## src/rtl/keypad_scanner.sv

```systemverilog
// keypad_scanner: 4x4 keypad row scan + debounce; in clk/rst(async low)/scan_en/enable/keypadCol, out keypadRow/key_valid/key_row/key_col/key_held
module keypad_scanner #(
  parameter int DEBOUNCE_TICKS = 4,
  parameter int RELEASE_TICKS  = 4
) (
  input  logic       clk,
  input  logic       rst,
  input  logic       scan_en,
  input  logic       enable,
  input  logic [3:0] keypadCol,
  output logic [3:0] keypadRow,
  output logic       key_valid,
  output logic [1:0] key_row,
  output logic [1:0] key_col,
  output logic       key_held
);
  typedef enum logic [1:0] {IDLE, SCAN, DEBOUNCE, HELD} state_t;
  localparam logic [3:0] DB = 4'(DEBOUNCE_TICKS);
  localparam logic [3:0] RL = 4'(RELEASE_TICKS);
  state_t state, state_n;
  logic [3:0] col_m, col_s, cnt, cnt_n, row_drv_n;
  logic [1:0] row_idx, row_n, cap_col, cap_n, key_row_n, key_col_n, col_idx;
  logic held_n, valid_n, one_low;
  assign one_low = $onehot(~col_s);
  assign col_idx = !col_s[0] ? 2'd0 : !col_s[1] ? 2'd1 : !col_s[2] ? 2'd2 : 2'd3;
  always_comb begin
    state_n   = state;
    row_n     = row_idx;
    cnt_n     = cnt;
    cap_n     = cap_col;
    key_row_n = key_row;
    key_col_n = key_col;
    held_n    = key_held;
    valid_n   = 1'b0;
    if (!enable) begin
      state_n = IDLE;
      row_n   = 2'd0;
      cnt_n   = 4'd0;
      held_n  = 1'b0;
    end else begin
      case (state)
        IDLE: state_n = SCAN;
        SCAN: if (scan_en) begin
          if (one_low) begin
            state_n = DEBOUNCE;
            cnt_n   = 4'd1;
            cap_n   = col_idx;
          end else row_n = row_idx + 2'd1;
        end
        DEBOUNCE: if (scan_en) begin
          if (col_s == ~(4'b0001 << cap_col)) begin
            cnt_n = cnt + 4'd1;
            if (cnt_n == DB) begin
              state_n   = HELD;
              cnt_n     = 4'd0;
              valid_n   = 1'b1;
              held_n    = 1'b1;
              key_row_n = row_idx;
              key_col_n = cap_col;
            end
          end else begin
            state_n = SCAN;
            cnt_n   = 4'd0;
            row_n   = row_idx + 2'd1;
          end
        end
        HELD: if (scan_en) begin
          if (col_s == 4'b1111) begin
            cnt_n = cnt + 4'd1;
            if (cnt_n == RL) begin
              state_n = SCAN;
              cnt_n   = 4'd0;
              held_n  = 1'b0;
              row_n   = row_idx + 2'd1;
            end
          end else cnt_n = 4'd0;
        end
      endcase
    end
    row_drv_n = state_n == IDLE ? 4'b0000 : ~(4'b0001 << row_n);
  end
  always_ff @(posedge clk or negedge rst) begin
    if (!rst) begin
      col_m     <= 4'b1111;
      col_s     <= 4'b1111;
      state     <= IDLE;
      row_idx   <= 2'd0;
      cnt       <= 4'd0;
      cap_col   <= 2'd0;
      keypadRow <= 4'b0000;
      key_valid <= 1'b0;
      key_row   <= 2'd0;
      key_col   <= 2'd0;
      key_held  <= 1'b0;
    end else begin
      col_m     <= keypadCol;
      col_s     <= col_m;
      state     <= state_n;
      row_idx   <= row_n;
      cnt       <= cnt_n;
      cap_col   <= cap_n;
      keypadRow <= row_drv_n;
      key_valid <= valid_n;
      key_row   <= key_row_n;
      key_col   <= key_col_n;
      key_held  <= held_n;
    end
  end
endmodule

```

## config.mk

```make
export PLATFORM = sky130hd
export DESIGN_NAME = keypad_scanner
export DESIGN_NICKNAME = d
export VERILOG_FILES = /design/src/rtl/keypad_scanner.sv
export SDC_FILE = /design/constraint.sdc
export NUM_CORES = 1
export LEC_CHECK = 0
export CAP_MARGIN = 30
export CORE_MARGIN = 4
export CORE_UTILIZATION = 50
export CTS_BUF_LIST = sky130_fd_sc_hd__clkbuf_4 sky130_fd_sc_hd__clkbuf_8
export DETAILED_ROUTE_END_ITERATION = 8
export GPL_ROUTABILITY_DRIVEN = 0
export MAX_ROUTING_LAYER = met4
export PLACE_DENSITY = 0.75
export SLEW_MARGIN = 20
export SYNTH_ARGS = -nofsm -noshare
export SYNTH_HDL_FRONTEND = slang
export SYNTH_SLANG_ARGS = --single-unit
```

## constraint.sdc

```tcl
create_clock -name clk -period 2.9 [get_ports clk]
set_input_delay 0.435 -clock clk [delete_from_list [all_inputs] [get_ports clk]]
set_output_delay 0.435 -clock clk [all_outputs]
set_load 0.005 [all_outputs]
```

# Word-level counts from Yosys, hierarchy flattened
# Index checks and enable logic that the tools add are counted.
# totals
ff_bits,28
latch_bits,0
ram_bits,0
romBits,0
output_inout_bits,10
memories,0
# classes
n_addsub,5
multipliers,0
n_div,0
magnitude_cmp,0
n_eq_ne,17
shift,2
n_mux,45
bitwise,3
reduce_logical,6
# ops
op,count
$mux 2,19
$mux 4,9
$ne 3x3->1 const B,8
$mux 1,13
$not 4->4,3
$pmux 4 s3,1
$reduce_and 5->1,2
$pmux 2 s4,1
$shl 1x2->4 const A,2
$reduce_and 7->1,1
$pmux 2 s3,1
$add 1x1->2,2
$add 4x1->4 const B,1
$eq 2x2->1 const B,2
$eq 4x3->1 const B,1
$eq 4x4->1,1
$eq 4x4->1 const B,1
$logic_not 2->1,2
$ne 4x1->1 const B,1
$reduce_and 4->1,1
$add 2x2->3,1
$eq 3x1->1 const B,1
$ne 3x1->1 const B,1
$add 2x1->2 const B,1
2 further kinds,2

# Logic depth before layout (Yosys ltp)
# depth
word_depth,11
ltp_mapped,12
depth_no_buf,12

# Worst setup path after synthesis
# No wires, ideal clock.
# synth_path
path_kind,flip-flop to flip-flop
from,register col_s[1]
to,register keypadRow[0]
arrival_ps,2747
path_slack_ps,18
stages_incl_launch_ff,10
cell_sequence,dfstp_2 > fa_1 > inv_1 > ha_1 > ha_1 > or3b_1 > or2_0 > a311o_1 > o31ai_2 > a21oi_1
# synth_between
elab_chain_len,11
elab_cells_between_ends,26
# synth_lines
item,line,rtl
from (decl),21,"logic [3:0] col_m, col_s, cnt, cnt_n, row_drv_n;"
from (signal assigned),97,col_s <= col_m;
$not 4->4,24,assign one_low = $onehot(~col_s);
$add 1x1->2 (implied by the code),24,
$add 2x2->3 (implied by the code),24,
$eq 3x1->1,24,
$mux 2,44,if (one_low) begin
$mux 2,43,SCAN: if (scan_en) begin
$pmux 2 s3,41,case (state)
$mux 2,35,if (!enable) begin
$shl 1x2->4,80,row_drv_n = state_n == IDLE ? 4'b0000 : ~(4'b0001 << row_n);
$not 4->4,80,
$mux 4 (*),80,
net row_drv_n[0],21,
to (signal assigned),102,keypadRow <= row_drv_n;
to (decl),11,"output logic [3:0] keypadRow,"
# Mark *: on every way through the listed nets, which the timed path passes. The rest lies on a longest branch.
# A chain may end at the register's enable or synchronous reset.

# Worst setup path in the final report
# layout_path
from,register col_s[1]
to,register keypadRow[3]
# layout_between
elab_chain_len,11
elab_cells_between_ends,26
# layout_lines
item,line,rtl
$not 4->4,24,
$add 1x1->2 (implied by the code),24,
$add 2x2->3 (implied by the code),24,
$eq 3x1->1,24,
$mux 2,44,
$mux 2,43,
$pmux 2 s3 (*),41,
$mux 2 (*),35,
net row_n[0],22,"logic [1:0] row_idx, row_n, cap_col, cap_n, key_row_n, key_col_n, col_idx;"
$shl 1x2->4 (*),80,
$not 4->4 (*),80,
$mux 4 (*),80,
net row_drv_n[3],21,
# Marks and branches as above.

==> impl_metrics.tcl <==
set metrics [dict create \
    hold_viol 0 \
    met1_usage_pct 24.5 \
    p_switching_w 0.000222 \
    hold_slack_ps 368 \
    min_period_over_period_pct 99.6 \
    layout.nets 206 \
    rows 20 \
    seqPwrFrac_pct 51.9 \
    swShare_pct 25.9 \
    worst_slack_ps 11.0 \
    yosysWarningCount 0 \
    synthAdderAreaFrac_pct 8.16 \
    cts_sinks 28 \
    fin_skew_ps 2.11 \
    post-route-drc-count 0 \
    synth.area.top_cells "dfrtp_1 31%, dfstp_2 13%, ha_1 6.9%, o21ai_0 3.4%, inv_1 3.2%" \
    rsz0062_at_grt "yes" \
    die_h_microns 65.0 \
    num_io_pins 18 \
    synth_async_sr_flop_share_pct 100 \
    combPwrFrac_pct 18.1 \
    totalWireLength_mm 3.89 \
    setup_viol_count_final 0 \
    grt_max_degree 29 \
    crit_arrival_ps 3120 \
    yosysSeqAreaShare_pct 43.7 \
    post-route-min-period_ps 2890 \
    worstSetupStartpointType "flip-flop" \
    cp_max_fo 4 \
    synth_seq_cells 28 \
    ys_types 55 \
    pre_cts_slack_ps -74.5 \
    outcome "completed" \
    synth_compound_area_share_pct 20.4 \
    vias 1361 \
    synth_area_sq_um 1630 \
    cts_buffer_depth 2 \
    avgSynthCellArea_sq_um 10.2 \
    cts_tree "done" \
    yosysTopAreaCellShare_pct 30.8 \
    design.die.area_sq_um 4230 \
    power_density_nw_per_um2 423 \
    worstPathRequired_ps 3130 \
    core_sq_um 3080 \
    busiest_layer "met2" \
    met2_usage_pct 36.4 \
    slew_viol_final 0 \
    cts-root-buf "clkbuf_4" \
    p_clk_share_pct 30.1 \
    grt_overflow 0 \
    tightestPinTransition_ps 558 \
    peakVddDrop_mv 0.313 \
    synth.area.mux_share_pct 2.08 \
    drt-initial-drc-count 81 \
    drt_pre_antenna_iters 5 \
    clk_latency_ps 330 \
    n_antenna_cell 0 \
    wire_per_inst_microns 16.8 \
    io_buffer_count 17 \
    met3_usage_pct 2.95 \
    leakagePower_nw 0.901 \
    crit_path_end_kind "flip-flop" \
    grt_antenna_before_repair 0 \
    synthSimpleGateAreaFrac_pct 19.9 \
    drive_above_1_share_pct 26.7 \
    grt_pass1_vias 1460 \
    synth_xor_area_share_pct 1.08 \
    clkSlewWorstSetupHoldPaths_ps 150 \
    synth_enable_flop_cells 0 \
    yosysTopAreaCell "dfrtp_1" \
    drv_cap 0 \
    area_delta_synth_final_pct 24.5 \
    htreeDepth 1 \
    fillers 232 \
    grt_pass1_wl_mm 6.67 \
    cts_made_buffers 3 \
    relSlewSlack_pct 62.7 \
    antenna_left 0 \
    crit_type "reg -> reg" \
    grtUsageTotal_pct 21.3 \
    syn-num-nets 178 \
    synth_ff_type "dfrtp_1" \
    synth_cells 160 \
    postCtsHoldBufs 0 \
    synth_top_family_by_area "compound AO/OA/AOI/OAI gates" \
    dp_hpwl_mm 2.64 \
    place_area_sq_um 1890 \
    design_area_sq_um 2020 \
    hold_class "reg -> reg" \
    p_int_w 0.000635 \
    fmax_mhz 346 \
    fp.dieW_microns 65.0 \
    initial_core_util_pct 52.8 \
    routed_via_density 5.89 \
]
## through the flow
step | utilization [%] | total power (W) | cells | setup TNS [ps]
5_1_grt | 65.7 | 0.000903 | 231 | -481
2_1_floorplan | - | 0.000520 | 160 | 0
6_report | 65.7 | 0.000856 | 231 | 0
3_5_place_dp | 61.4 | 0.000582 | 225 | -295
4_1_cts | 65.2 | 0.000857 | 231 | 0
3_3_place_gp | 61.4 | 0.000574 | 225 | 0
## per-layer routing
metal	part of all wire, %	vias to the layer above
met4	2.5	0
met3	5.3	12
met1	41	662
met2	51	59
met5	0	-
li1	-	628
## critical path, cell delays in order (launching register included)
cell and delay [ps]:
dfstp_2 570, fa_1 430, inv_2 90, ha_4 140
ha_4 190, or3b_4 370, buf_6 130, nand2_2 50
a31oi_1 90, o21ai_1 110, a221oi_2 50, or3_4 420
inv_4 80, a21oi_2 50
## synthesized netlist by cell type (2+ instances only)
library cell,instances
nor3b_1,2
xnor2_1,2
dfstp_2,8
and3_1,3
nand2_1,10
nor2_1,8
inv_1,14
clkbuf_1,2
nand4_1,3
or3_4,2
mux2_1,2
o21ai_1,2
inv_2,3
nor2b_1,3
o21ai_0,11
a31oi_1,2
nand3_1,3
nor4bb_1,2
and2b_1,3
or3b_1,2
a21oi_1,10
ha_1,9
nand3_2,3
dfrtp_1,20
## layout by cell type, fill, tap and decap left out, types with 2 or more instances in the layout
| cell | synthesis | routed |
|---|---|---|
| nand2_1 | 10 | 9 |
| and3_1 | 3 | 3 |
| inv_2 | 3 | 3 |
| dfrtp_1 | 20 | 20 |
| buf_4 | 0 | 8 |
| ha_4 | 0 | 2 |
| a21oi_1 | 10 | 6 |
| inv_1 | 14 | 13 |
| nand4_1 | 3 | 3 |
| nor2_1 | 8 | 8 |
| o21ai_1 | 2 | 4 |
| clkbuf_4 | 0 | 3 |
| o21ai_0 | 11 | 9 |
| and2b_1 | 3 | 3 |
| dfstp_2 | 8 | 8 |
| nand2_2 | 1 | 2 |
| nand3_1 | 3 | 3 |
| mux2_1 | 2 | 2 |
| a21oi_2 | 0 | 4 |
| ha_1 | 9 | 7 |
| clkdlybuf4s50_1 | 0 | 17 |
| xnor2_1 | 2 | 2 |
| nor2b_1 | 3 | 3 |
| nor4bb_1 | 2 | 2 |
| a31oi_1 | 2 | 2 |
| nand3_2 | 3 | 3 |
| or3_4 | 2 | 2 |
## flip-flops by register name, summed over array words and instances (netlist names)
register	flops
col_s	4
keypadRow	4
row_idx	2
key_row	2
cnt	4
col_m	4
key_col	2
cap_col	2
key_held	1
state	2
key_valid	1
## cell type report
type / count / area [sq um] / share of cell area (%)
multi-input cells: 112 / 897 / 44.3
flip-flops and latches: 28 / 711 / 35.1
repair buffers: 26 / 241 / 11.9
inverters: 17 / 66.3 / 3.28
well taps: 44 / 55.1 / 2.72
clock inverters: 1 / 30.0 / 1.48
clock buffers: 3 / 22.5 / 1.11
## path summary, 6_finish.rpt
path | start | endpoint | slack, ps | cells past startpoint
max | col_s[1]$_DFF_PN1_ | keypadRow[3]$_DFF_PN0_ | 10 | 13
max reg2reg | col_s[1]$_DFF_PN1_ | keypadRow[3]$_DFF_PN0_ | 10 | 13
min | col_m[2]$_DFF_PN1_ | col_s[2]$_DFF_PN1_ | 370 | 0
min in group asynchronous | rst | cap_col[0]$_DFFE_PN0P_ | 450 | 2
min reg2reg | col_m[2]$_DFF_PN1_ | col_s[2]$_DFF_PN1_ | 370 | 0
max in group asynchronous | rst | col_s[2]$_DFF_PN1_ | 2140 | 2
## kinds of logic after synthesis
logic type               after synthesis
flip-flops                            28
adder cells (fa/ha/maj)               10
AND/OR/NAND/NOR                       52
XOR/XNOR                               2
buffers and inverters                 20
multiplexers                           3
AO/OA/AOI/OAI                         45
## power by group through the flow
stage	logic [W]	registers, W	clock network [W]
2_1_floorplan	0.0000746	0.000445	0
3_3_place_gp	0.000126	0.000449	0
3_5_place_dp	0.000131	0.000450	0
4_1_cts	0.000149	0.000444	0.000264
5_1_grt	0.000169	0.000449	0.000285
6_report	0.000155	0.000444	0.000257
## timing repair
item,CTS,global route
endpoints found under the setup margin,6,9
pin swaps,7,5
gates resized for setup,11,6
buffers inserted,2,0
(Power assumes the default switching activity.)
